File: src/rtl/plcp_pkg.sv
// Shared 802.11a PLCP definitions: FSM state encoding, RATE codes and
// the RATE -> data-bits-per-symbol lookup used by transmitter and receiver.
package plcp_pkg;

    typedef enum logic [3:0] {
        ST_IDLE,
        ST_PREAMBLE,
        ST_SIG_RATE,
        ST_SIG_RSVD,
        ST_SIG_LEN,
        ST_SIG_PARITY,
        ST_SIG_TAIL,
        ST_SERVICE,
        ST_DATA,
        ST_TAIL,
        ST_PAD
    } state_e;

    localparam logic [3:0] RATE_6M  = 4'b1101;
    localparam logic [3:0] RATE_9M  = 4'b1111;
    localparam logic [3:0] RATE_12M = 4'b0101;
    localparam logic [3:0] RATE_18M = 4'b0111;
    localparam logic [3:0] RATE_24M = 4'b1001;
    localparam logic [3:0] RATE_36M = 4'b1011;
    localparam logic [3:0] RATE_48M = 4'b0001;
    localparam logic [3:0] RATE_54M = 4'b0011;

    localparam int NDBPS_W = 8;

    localparam logic [NDBPS_W-1:0] NDBPS_6M  = 8'd24;
    localparam logic [NDBPS_W-1:0] NDBPS_9M  = 8'd36;
    localparam logic [NDBPS_W-1:0] NDBPS_12M = 8'd48;
    localparam logic [NDBPS_W-1:0] NDBPS_18M = 8'd72;
    localparam logic [NDBPS_W-1:0] NDBPS_24M = 8'd96;
    localparam logic [NDBPS_W-1:0] NDBPS_36M = 8'd144;
    localparam logic [NDBPS_W-1:0] NDBPS_48M = 8'd192;
    localparam logic [NDBPS_W-1:0] NDBPS_54M = 8'd216;

    // Returns {valid, ndbps}; unknown codes give all zeros.
    function automatic logic [NDBPS_W:0] rate_to_ndbps(input logic [3:0] rate);
        case (rate)
            RATE_6M:  return {1'b1, NDBPS_6M};
            RATE_9M:  return {1'b1, NDBPS_9M};
            RATE_12M: return {1'b1, NDBPS_12M};
            RATE_18M: return {1'b1, NDBPS_18M};
            RATE_24M: return {1'b1, NDBPS_24M};
            RATE_36M: return {1'b1, NDBPS_36M};
            RATE_48M: return {1'b1, NDBPS_48M};
            RATE_54M: return {1'b1, NDBPS_54M};
            default:  return '0;
        endcase
    endfunction

endpackage

File: src/rtl/plcp_frame_tx_if.sv
// Request, PSDU handshake and serial output bundle of the PLCP transmitter.
interface plcp_frame_tx_if #(
    parameter int LEN_W = 12
);
    logic             Start;
    logic [3:0]       Rate;
    logic [LEN_W-1:0] Length;
    logic             DataIn;
    logic             DataValid;
    logic             DataReady;
    logic             Output;
    logic             OutValid;
    logic             ScrambleEn;
    logic             ScrambleInit;
    logic             Busy;
    logic             Done;
    logic             Error;

    modport master (
        output Start, Rate, Length, DataIn, DataValid,
        input  DataReady, Output, OutValid, ScrambleEn, ScrambleInit, Busy, Done, Error
    );

    modport slave (
        input  Start, Rate, Length, DataIn, DataValid,
        output DataReady, Output, OutValid, ScrambleEn, ScrambleInit, Busy, Done, Error
    );
endinterface

File: src/rtl/plcp_rate_lut.sv
// Combinational RATE code decoder: validity flag and data bits per OFDM symbol.
module plcp_rate_lut
    import plcp_pkg::*;
(
    input  logic [3:0]         rate,
    output logic               valid,
    output logic [NDBPS_W-1:0] ndbps
);
    assign {valid, ndbps} = rate_to_ndbps(rate);
endmodule

File: src/rtl/plcp_frame_tx.sv
// Serial 802.11a PLCP frame transmitter: preamble, SIGNAL, SERVICE, PSDU,
// tail and symbol pad, one registered bit per clock.
module plcp_frame_tx
    import plcp_pkg::*;
#(
    parameter int         PREAMBLE_BYTES = 12,
    parameter logic [7:0] PREAMBLE_BYTE  = 8'hAA,
    parameter int         LEN_W          = 12,
    parameter int         SERVICE_BITS   = 16,
    parameter int         TAIL_BITS      = 6
) (
    input logic            Clock,
    input logic            Reset,
    plcp_frame_tx_if.slave bus
);
    localparam int CNT_W = LEN_W + 3;

    state_e             state_q, state_d;
    logic [CNT_W-1:0]   bit_cnt_q;
    logic [NDBPS_W-1:0] sym_cnt_q, ndbps_q;
    logic [3:0]         rate_q;
    logic [LEN_W-1:0]   len_q;

    logic               rate_ok;
    logic [NDBPS_W-1:0] rate_ndbps;
    logic               start_ok, emit, sym_wrap, field_last, frame_last;
    logic               bit_d, scr_en_d;
    logic [7:0]         pre_sh;
    logic [3:0]         rate_sh;
    logic [LEN_W-1:0]   len_sh;
    logic               out_q, out_valid_q, scr_en_q, scr_init_q;
    logic               busy_q, done_q, error_q, ready_q;

    plcp_rate_lut u_rate_lut (
        .rate  (bus.Rate),
        .valid (rate_ok),
        .ndbps (rate_ndbps)
    );

    assign start_ok = bus.Start && rate_ok && (bus.Length != '0);
    // Only DATA can stall: a cycle without DataValid emits nothing.
    assign emit     = (state_q != ST_IDLE) && ((state_q != ST_DATA) || bus.DataValid);
    assign sym_wrap = (sym_cnt_q == ndbps_q - NDBPS_W'(1));

    // NOTE: sequential state uses non-blocking assignments only, so every
    // register samples the pre-edge values regardless of statement order.
    always_ff @(posedge Clock) begin
        if (Reset) begin
            state_q   <= ST_IDLE;
            bit_cnt_q <= '0;
            sym_cnt_q <= '0;
            ndbps_q   <= '0;
            rate_q    <= '0;
            len_q     <= '0;
        end else begin
            state_q <= state_d;
            if (state_d != state_q)
                bit_cnt_q <= '0;
            else if (emit)
                bit_cnt_q <= bit_cnt_q + CNT_W'(1);
            if (state_q == ST_IDLE) begin
                sym_cnt_q <= '0;
                if (start_ok) begin
                    rate_q  <= bus.Rate;
                    len_q   <= bus.Length;
                    ndbps_q <= rate_ndbps;
                end
            end else if (emit && (state_q inside {ST_SERVICE, ST_DATA, ST_TAIL, ST_PAD})) begin
                sym_cnt_q <= sym_wrap ? '0 : sym_cnt_q + NDBPS_W'(1);
            end
        end
    end

    // NOTE: every combinational output gets a default first so no path
    // through the case statement can infer a latch.
    always_comb begin
        state_d    = state_q;
        field_last = 1'b0;
        case (state_q)
            ST_PREAMBLE:               field_last = (bit_cnt_q == CNT_W'(8 * PREAMBLE_BYTES - 1));
            ST_SIG_RATE:               field_last = (bit_cnt_q == CNT_W'(3));
            ST_SIG_RSVD, ST_SIG_PARITY: field_last = 1'b1;
            ST_SIG_LEN:                field_last = (bit_cnt_q == CNT_W'(LEN_W - 1));
            ST_SIG_TAIL, ST_TAIL:      field_last = (bit_cnt_q == CNT_W'(TAIL_BITS - 1));
            ST_SERVICE:                field_last = (bit_cnt_q == CNT_W'(SERVICE_BITS - 1));
            ST_DATA:                   field_last = (bit_cnt_q == {len_q, 3'b000} - CNT_W'(1));
            default:                   field_last = 1'b0;
        endcase
        case (state_q)
            ST_IDLE:       if (start_ok)   state_d = ST_PREAMBLE;
            ST_PREAMBLE:   if (field_last) state_d = ST_SIG_RATE;
            ST_SIG_RATE:   if (field_last) state_d = ST_SIG_RSVD;
            ST_SIG_RSVD:                   state_d = ST_SIG_LEN;
            ST_SIG_LEN:    if (field_last) state_d = ST_SIG_PARITY;
            ST_SIG_PARITY:                 state_d = ST_SIG_TAIL;
            ST_SIG_TAIL:   if (field_last) state_d = ST_SERVICE;
            ST_SERVICE:    if (field_last) state_d = ST_DATA;
            ST_DATA:       if (emit && field_last) state_d = ST_TAIL;
            ST_TAIL:       if (field_last) state_d = sym_wrap ? ST_IDLE : ST_PAD;
            ST_PAD:        if (sym_wrap)   state_d = ST_IDLE;
            default:                       state_d = ST_IDLE;
        endcase
    end

    assign frame_last = (state_q != ST_IDLE) && (state_d == ST_IDLE);

    always_comb begin
        bit_d    = 1'b0;
        scr_en_d = 1'b0;
        pre_sh   = PREAMBLE_BYTE << bit_cnt_q[2:0];
        rate_sh  = rate_q << bit_cnt_q;
        len_sh   = len_q >> bit_cnt_q;
        case (state_q)
            ST_PREAMBLE:        bit_d    = pre_sh[7];
            ST_SIG_RATE:        bit_d    = rate_sh[3];
            ST_SIG_LEN:         bit_d    = len_sh[0];
            ST_SIG_PARITY:      bit_d    = ^{rate_q, len_q};
            ST_SERVICE, ST_PAD: scr_en_d = 1'b1;
            ST_DATA: begin
                bit_d    = bus.DataIn;
                scr_en_d = emit;
            end
            default: bit_d = 1'b0;
        endcase
    end

    always_ff @(posedge Clock) begin
        if (Reset) begin
            out_q       <= 1'b0;
            out_valid_q <= 1'b0;
            scr_en_q    <= 1'b0;
            scr_init_q  <= 1'b0;
            busy_q      <= 1'b0;
            done_q      <= 1'b0;
            error_q     <= 1'b0;
            ready_q     <= 1'b0;
        end else begin
            out_q       <= emit && bit_d;
            out_valid_q <= emit;
            scr_en_q    <= scr_en_d;
            scr_init_q  <= (state_q == ST_SERVICE) && (bit_cnt_q == '0);
            busy_q      <= (state_d != ST_IDLE);
            done_q      <= frame_last;
            error_q     <= (state_q == ST_IDLE) && bus.Start && !start_ok;
            ready_q     <= (state_d == ST_DATA);
        end
    end

    assign bus.Output       = out_q;
    assign bus.OutValid     = out_valid_q;
    assign bus.ScrambleEn   = scr_en_q;
    assign bus.ScrambleInit = scr_init_q;
    assign bus.Busy         = busy_q;
    assign bus.Done         = done_q;
    assign bus.Error        = error_q;
    assign bus.DataReady    = ready_q;
endmodule

File: src/flat_wrapper.sv
// flat-port wrapper written by rule: the top's interface ports become plain ports
module plcp_frame_tx_flat import plcp_pkg::*;
#(
    parameter int         PREAMBLE_BYTES = 12,
    parameter logic [7:0] PREAMBLE_BYTE  = 8'hAA,
    parameter int         LEN_W          = 12,
    parameter int         SERVICE_BITS   = 16,
    parameter int         TAIL_BITS      = 6
)
  (Clock, Reset, bus_Start, bus_Rate, bus_Length, bus_DataIn, bus_DataValid, bus_DataReady, bus_Output, bus_OutValid, bus_ScrambleEn, bus_ScrambleInit, bus_Busy, bus_Done, bus_Error);
  plcp_frame_tx_if #(.LEN_W(LEN_W)) bus_i ();
  input logic Clock;
  input logic Reset;
  input wire logic [$bits(bus_i.Start)-1:0] bus_Start;
  input wire logic [$bits(bus_i.Rate)-1:0] bus_Rate;
  input wire logic [$bits(bus_i.Length)-1:0] bus_Length;
  input wire logic [$bits(bus_i.DataIn)-1:0] bus_DataIn;
  input wire logic [$bits(bus_i.DataValid)-1:0] bus_DataValid;
  output wire logic [$bits(bus_i.DataReady)-1:0] bus_DataReady;
  output wire logic [$bits(bus_i.Output)-1:0] bus_Output;
  output wire logic [$bits(bus_i.OutValid)-1:0] bus_OutValid;
  output wire logic [$bits(bus_i.ScrambleEn)-1:0] bus_ScrambleEn;
  output wire logic [$bits(bus_i.ScrambleInit)-1:0] bus_ScrambleInit;
  output wire logic [$bits(bus_i.Busy)-1:0] bus_Busy;
  output wire logic [$bits(bus_i.Done)-1:0] bus_Done;
  output wire logic [$bits(bus_i.Error)-1:0] bus_Error;
  assign bus_i.Start = bus_Start;
  assign bus_i.Rate = bus_Rate;
  assign bus_i.Length = bus_Length;
  assign bus_i.DataIn = bus_DataIn;
  assign bus_i.DataValid = bus_DataValid;
  assign bus_DataReady = bus_i.DataReady;
  assign bus_Output = bus_i.Output;
  assign bus_OutValid = bus_i.OutValid;
  assign bus_ScrambleEn = bus_i.ScrambleEn;
  assign bus_ScrambleInit = bus_i.ScrambleInit;
  assign bus_Busy = bus_i.Busy;
  assign bus_Done = bus_i.Done;
  assign bus_Error = bus_i.Error;
  plcp_frame_tx #(.PREAMBLE_BYTES(PREAMBLE_BYTES), .PREAMBLE_BYTE(PREAMBLE_BYTE), .LEN_W(LEN_W), .SERVICE_BITS(SERVICE_BITS), .TAIL_BITS(TAIL_BITS)) u_core (.Clock(Clock), .Reset(Reset), .bus(bus_i));
endmodule
File: config.mk
export PLATFORM = sky130hd
export DESIGN_NAME = plcp_frame_tx_flat
export DESIGN_NICKNAME = d
export VERILOG_FILES = /design/src/rtl/plcp_pkg.sv /design/src/rtl/plcp_frame_tx_if.sv /design/src/rtl/plcp_rate_lut.sv /design/src/rtl/plcp_frame_tx.sv /design/src/flat_wrapper.sv
export SDC_FILE = /design/constraint.sdc
export NUM_CORES = 1
export LEC_CHECK = 0
export ABC_AREA = 1
export CELL_PAD_IN_SITES_DETAIL_PLACEMENT = 1
export CELL_PAD_IN_SITES_GLOBAL_PLACEMENT = 2
export CORE_MARGIN = 2
export CORE_UTILIZATION = 34
export CTS_BUF_LIST = sky130_fd_sc_hd__clkbuf_2
export DETAILED_ROUTE_END_ITERATION = 10
export PLACE_DENSITY = 0.92
export SYNTH_ARGS = -nofsm -noshare
export SYNTH_HDL_FRONTEND = slang
export SYNTH_SLANG_ARGS = --single-unit
File: constraint.sdc
create_clock -name Clock -period 3 [get_ports Clock]
set_input_delay 0.75 -clock Clock [delete_from_list [all_inputs] [get_ports Clock]]
set_output_delay 0.75 -clock Clock [all_outputs]
set_load 0.03 [all_outputs]
==> Yosys cells after proc, flatten, opt, wreduce, memory -nomap -nowiden <==
Memories as Yosys holds them, arrays and structs flattened.
Index checks and enable logic that the tools add are counted.
{ "totals": {"romBits": 112, "inputBits": 21, "word_cells": 83, "memories": 1, "ff_bits": 59} }
{ "memory_table": {"columns": ["memory", "depth", "width", "read_ports", "rd_ports_with_merged_regs", "write_ports", "line_no", "rtl"], "rows": [
  ["(name not given)", 16, 7, 1, 0, 0, "plcp_pkg.sv:41", "case (rate)"]
]} }
{ "classes": {"muxes": 15, "n_eq_ne": 20, "addsub": 4, "n_reduce_logical": 26, "shift": 3} }
{ "op_table": {"columns": ["operator", "n"], "rows": [
  ["$pmux 4 s11", 1],
  ["$mux 4", 10],
  ["$eq 15x4->1 const B", 2],
  ["$eq 4x3->1 const B", 4],
  ["$eq 4x4->1 const B", 4],
  ["$reduce_xor 16->1", 1],
  ["$add 15x1->15 const B", 1],
  ["$eq 15x15->1", 1],
  ["$eq 15x2->1 const B", 1],
  ["$eq 15x3->1 const B", 1],
  ["$eq 15x7->1 const B", 1],
  ["$logic_not 15->1", 1],
  ["$shl 4x15->4", 1],
  ["$shr 12x15->1", 1],
  ["$sub 15x1->15 const B", 1],
  ["$reduce_bool 12->1", 1],
  ["$reduce_bool 4->1", 3],
  ["$logic_and 1x1->1", 10],
  ["$reduce_or 2->1", 5],
  ["$add 8x1->8 const B", 1],
  ["$eq 4x2->1 const B", 2],
  ["$eq 8x8->1", 1],
  ["$logic_not 4->1", 2],
  ["$mux 8", 1],
  ["other kinds (11)", 11]
]} }

==> Longest topological paths before layout <==
Gate-level depths: netlist of the first run.
{ "depth": {"depth_word": 8, "mapped_depth": 22, "mapped_depth_nobuf": 21} }

==> Hierarchy <==
Synthesis of the first run repeated with hierarchy kept, for this count alone.
{ "unflattened": {"cells_unflattened": 575, "hier_area_um2": 3831.2} }
{ "modules_own_cells": {"columns": ["module", "area_each_um2", "instances", "cells_each"], "rows": [
  ["plcp_frame_tx", 3717.3, 1, 553],
  ["plcp_rate_lut", 113.9, 1, 22]
]} }

==> Least setup slack after synthesis of the first run <==
Ideal clock, no wire load.
{ "synth_timing": {"path_type": "flip-flop to flip-flop", "startpoint": "register u_core.len_q[0]", "endpoint": "register u_core.bit_cnt_q[1]", "arrival_time_ps": 2118, "n_path_buf": 1, "synth_period_minus_slack_ps": 2237, "setup_slack_ps": 763, "setup_time_ps": 119, "stages_incl_launch_ff": 19, "path_cell_list": "dfxtp_1 > inv_1 > ha_1 > nand2_1 > inv_1 > nand3_1 > nand2_1 > nand2_1 > a21oi_1 > o21ai_0 > xor2_1 > nand3_2 > nand2_1 > nand2_1 > nand2_1 > nand4_1 > nand3_2 > buf_6 > nor2_2"} }
{ "synth_via": {"elab_chain_len": 8, "word_cells_on_any_way": 14, "classes_between": "1 x add/sub; 2 x eq/ne; 9 x mux; 2 x reduce/logical"} }
{ "synth_lines": {"columns": ["item", "line_no", "rtl"], "rows": [
  ["start, declared", "plcp_frame_tx.sv:22", "logic [LEN_W-1:0] len_q;"],
  ["start signal, assigned", "plcp_frame_tx.sv:65", "len_q <= bus.Length;"],
  ["$sub 15x1->15 *", "plcp_frame_tx.sv:86", "ST_DATA: field_last = (bit_cnt_q == {len_q, 3'b000} - CNT_W'(1));"],
  ["$eq 15x15->1 *", "plcp_frame_tx.sv:86", null],
  ["$pmux 1 s7 *", "plcp_frame_tx.sv:79", "case (state_q)"],
  ["$logic_and 1x1->1", "plcp_frame_tx.sv:98", "ST_DATA: if (emit && field_last) state_d = ST_TAIL;"],
  ["$mux 4", "plcp_frame_tx.sv:98", null],
  ["$pmux 4 s11 *", "plcp_frame_tx.sv:89", "case (state_q)"],
  ["$ne 4x4->1 *", "plcp_frame_tx.sv:57", "if (state_d != state_q)"],
  ["$reduce_or 2->1 (no source line) *", null, null],
  ["end signal, assigned", "plcp_frame_tx.sv:60", "bit_cnt_q <= bit_cnt_q + CNT_W'(1);"],
  ["end, declared", "plcp_frame_tx.sv:19", "logic [CNT_W-1:0] bit_cnt_q;"]
]} }
Mark *: on every way between the ends. The rest lies on a longest branch, timed or not.
A chain may end at the register's enable or synchronous reset.

==> Worst setup path after layout of the first run <==
{ "layout_timing": {"startpoint": "register u_core.len_q[3]", "endpoint": "register u_core.bit_cnt_q[11]"} }
Same word-level chain as after synthesis.

==> reports/summary.md, run 1 <==
## Cells and area
- **share of layout cells above drive strength 1** 11.29%
- **count of nets after finishing** 595
- **synthesis-to-finish area growth** 14.97%
- **most frequent cells in the layout** sky130_fd_sc_hd__nand2_1 (90), sky130_fd_sc_hd__nor2_1 (61), sky130_fd_sc_hd__inv_1 (57)
- **fillcell total** 1332
- **leading cell type in the layout, fill and taps excluded** sky130_fd_sc_hd__nand2_1
- **antenna fix cells** 0

## STA
- **final hold viol count** 0
- **RSZ-0062 raised after global routing** no
- **final-report max-slew violation count** 0
- **slew at the pin with the worst max-slew slack** 581.6 ps
- **maximum frequency from static timing analysis** 366.8 MHz
- **final setup violation count** 0
- **share of the clock period used by the worst path after layout** 90.87%
- **final setup slack of the worst path** 273.9 ps
- **worst-case headroom to the max-slew limit** 61.18%
- **aggregate negative setup slack** 0 ps
- **crit path time final** 2726 ps
- **Max Clock Skew** 16.82 ps

## Synth
- **synthesized netlist net count** 558
- **total standard cell area after synthesis** 3627 sq um
- **Yosys top cell area share** 31.46%
- **fraction of registers with async set or reset after synthesis** 0%
- **cell count after synthesis** 526
- **yosys warns** 0
- **flop and latch count out of synthesis** 57
- **Mean Syn Cell Area** 6.896 sq um
- **Synth area leaders** sky130_fd_sc_hd__dfxtp_1 (31%), sky130_fd_sc_hd__nand2_1 (9.3%), sky130_fd_sc_hd__xor2_1 (6.8%)
- **most frequently used flop master after synthesis** sky130_fd_sc_hd__dfxtp_1
- **number of flops mapped to enable cells by yosys** 0
- **Seq/Total Area, Yosys** 31.46%
- **largest area contributor in the netlist** sky130_fd_sc_hd__dfxtp_1
- **number of distinct standard cells referenced by the synthesized netlist** 37

## Floorplanning
- **number of placed I/O pins** 29
- **Core Rows** 37
- **die height** 107.3 um
- **effective utilization at floorplan** 35.14%
- **horizontal die dimension** 107.3 um
- **die area** 11510 sq um
- **core area** 10320 sq um

## Worst setup path
- **endpoint arrival time on the critical path** 3140 ps
- **slowest stage cell on the critical path** sky130_fd_sc_hd__dfxtp_1
- **CP Capture Type** flop
- **Critical Path Source Type** flop
- **terminus of the critical flop-to-flop path** u_core.bit_cnt_q[11]
- **worst-path cell chain** inv_1 -> ha_1 -> nand3_1 -> nand2_1 -> o21ai_1 -> nand2_1 -> nor2_1 -> nand2_1 -> nor2_1 -> nand2_1 -> nor2_2 -> nand3_2 -> nand2_1 -> nand2_1 -> nand2_1 -> nand4_1 -> nand3_2 -> buf_4 -> nor2_1
- **reg-to-reg critical path startpoint** u_core.len_q[3]
- **critical path's largest stage delay** 430 ps
- **Register-to-Register Setup Slack** 270 ps
- **top fanout value on the critical path** 15
- **Crit path required time** 3410 ps
- **Most common cell on crit path** sky130_fd_sc_hd__nand2_1
- **class of the most critical setup path** reg -> reg
- **cell count of the worst reg-to-reg path** 19

## Drt
- **Remaining DRCs** 0
- **antenna-violating nets left** 0
- **Pre-antenna DRT Iters** 6
- **total wire length** 9986 um
- **via count of the routed design** 3526
- **per-cell routed wire length** 14.20 um
- **number of violations reported at the end of detailed-routing iteration 0** 134
- **detailed-route vias per instance** 5.016

## Worst hold path
- **Hold WC Path Type** reg -> reg
- **Worst Hold Depth** 1
- **hold path startpoint** u_core.sym_cnt_q[7]
- **capture endpoint of the worst hold path** u_core.sym_cnt_q[7]

## Global routing
- **maximum number of pins on one net before global-route repair** 36
- **grt ovf** 0
- **highest-utilization routing layer at the global route stage** met2
- **global-route track usage on met3** 3.995%
- **number of antenna violations at the first check in global routing** 0
- **global-route wire length before repair** 16620 um
- **number of global-route vias before repair** 3424
- **GR Util met1** 24.84%
- **overall routing resource usage** 18.49%
- **GR Util met2** 29.34%

## Placement
- **routability congestion estimate** 0.9268
- **post-detailed-placement half-perimeter wirelength** 8000 um
- **total of buffers placed on input and output ports** 28
- **pre-CTS setup slack** 186.4 ps

## Run
- **Max Cap Violations** 0

## CTS
- **Clock Pin Slew Worst Setup and Hold Paths** 160 ps
- **cts hold-fix bufs** 0
- **TritonCTS clock tree** done
- **Clock Tree Root** sky130_fd_sc_hd__clkbuf_2
- **H-tree depth reported by CTS** 3
- **number of sinks handled by clock tree synthesis** 57
- **Clock Latency Late Sink** 500 ps
- **number of buffers created by CTS** 9
- **clock tree buffer depth** 2

## Power and ir drop
- **Max rail drop VDD** 0.0001751 V
- **cell leakage power** 1.664 nW
- **overall power of the completed layout** 0.001530 W
- **PwrDens** 366.8 nW/um^2

## Run status
- **result of the run** completed

kinds of logic after synthesis:
family                   Yosys count  share of synthesized area, %
AND/OR/NAND/NOR                  248                         32.60
buffers and inverters             77                         8.589
flip-flops                        57                         31.46
adder cells (fa/ha/maj)           11                         3.794
AO/OA/AOI/OAI                     97                         14.87
XOR/XNOR                          36                         8.693
stage by stage:
| stage | utilization [%] | hold slack, ps | instance area, sq um | std cells |
|---|---|---|---|---|
| 6_report | 40.40 | 483.4 | 4170 | 703 |
| 5_1_grt | 40.40 | 522.9 | 4170 | 703 |
| 3_5_place_dp | 39.35 | 469.6 | 4063 | 684 |
| 3_3_place_gp | 39.35 | 460.2 | 4063 | 684 |
| 4_1_cts | 40.07 | 491.1 | 4136 | 699 |
| 2_1_floorplan | - | 445.1 | 3627 | 526 |
timing repair:
item / in CTS / in global routing
setup endpoints to repair: 0 / 15
gates resized for setup: 0 / 2
setup buffers: 0 / 4
cell type report:
| cell class | count | area [sq um] | share of cell area [%] |
|---|---|---|---|
| clock buffers | 10 | 50.05 | 1.200 |
| clock inverters | 5 | 23.77 | 0.5701 |
| inverters | 63 | 236.5 | 5.671 |
| multi-input cells | 392 | 2177 | 52.21 |
| flip-flops and latches | 57 | 1142 | 27.39 |
| well taps | 136 | 170.2 | 4.080 |
| repair buffers | 40 | 370.4 | 8.881 |
cell usage after synthesis, types with 3 or more instances:
cell,n
sky130_fd_sc_hd__ha_1,11
sky130_fd_sc_hd__nor3_1,9
sky130_fd_sc_hd__inv_1,57
sky130_fd_sc_hd__nand4_1,15
sky130_fd_sc_hd__nor2_1,61
sky130_fd_sc_hd__dfxtp_1,57
sky130_fd_sc_hd__nor2_2,15
sky130_fd_sc_hd__a31oi_1,4
sky130_fd_sc_hd__nand3_2,6
sky130_fd_sc_hd__nand3_1,32
sky130_fd_sc_hd__clkbuf_1,11
sky130_fd_sc_hd__nand2_2,3
sky130_fd_sc_hd__o211ai_1,5
sky130_fd_sc_hd__o21bai_1,3
sky130_fd_sc_hd__inv_2,6
sky130_fd_sc_hd__xnor2_1,8
sky130_fd_sc_hd__nand2_1,90
sky130_fd_sc_hd__xor2_1,28
sky130_fd_sc_hd__a21oi_1,38
sky130_fd_sc_hd__o21ai_0,37
sky130_fd_sc_hd__buf_6,3
sky130_fd_sc_hd__nor4_1,6
critical path: cells and delay by family, from the launching register on:
| family | cells | cell delay, ps |
|---|---|---|
| buffers and inverters | 2 | 340 |
| AO/OA/AOI/OAI | 1 | 110 |
| adder cells (fa/ha/maj) | 1 | 220 |
| AND/OR/NAND/NOR | 15 | 1530 |
| flip-flops | 1 | 430 |
flip-flops by register name (all words and copies together) (netlist names):
name	cells
u_core.bus.DataReady	1
u_core.bus.Done	1
u_core.bus.ScrambleInit	1
u_core.bus.ScrambleEn	1
u_core.ndbps_q	6
u_core.bus.Output	1
u_core.bus.Error	1
u_core.bus.OutValid	1
u_core.bus.Busy	1
u_core.sym_cnt_q	8
u_core.bit_cnt_q	15
u_core.len_q	12
u_core.state_q	4
u_core.rate_q	4
worst max-delay path by stage:
stage / startpoint / end / slack (ps) / cells past startpoint
finish: u_core.len_q[3] / u_core.bit_cnt_q[11] / 270 / 19
floorplan: u_core.len_q[0] / u_core.bit_cnt_q[1] / 760 / 18
global route: u_core.state_q[1] / u_core.bit_cnt_q[11] / 2 / 20
detailed placement: bus_DataValid / u_core.bit_cnt_q[12] / 190 / 10
global placement: bus_DataValid / u_core.bit_cnt_q[14] / 270 / 11
CTS: u_core.state_q[0] / u_core.bit_cnt_q[4] / 200 / 17
metal layers:
layer	routed length (um)	share of wire (%)
met1	4932	49
met2	4507	45
met3	408	4.1
met4	138	1.4
met5	0	0
power by group:
part / internal (W) / switching, W / total [W]
registers: 0.000783 / 0.0000263 / 0.000809
clock network: 0.0000982 / 0.000285 / 0.000383
logic: 0.000133 / 0.000204 / 0.000337
total: 0.00101 / 0.000516 / 0.00153
(Power assumes the default switching activity.)
==> inputs of run 2 (changes only) <==
--- a/config.mk
+++ b/config.mk
@@ -11,8 +11,10 @@
 export CORE_MARGIN = 2
 export CORE_UTILIZATION = 34
 export CTS_BUF_LIST = sky130_fd_sc_hd__clkbuf_2
+export CTS_CLUSTER_DIAMETER = 30
 export DETAILED_ROUTE_END_ITERATION = 10
 export PLACE_DENSITY = 0.92
 export SYNTH_ARGS = -nofsm -noshare
 export SYNTH_HDL_FRONTEND = slang
 export SYNTH_SLANG_ARGS = --single-unit
+export TNS_END_PERCENT = 1
==> results of run 2 <==
The final DEF is identical to that of run 1; final timing and power are the same.
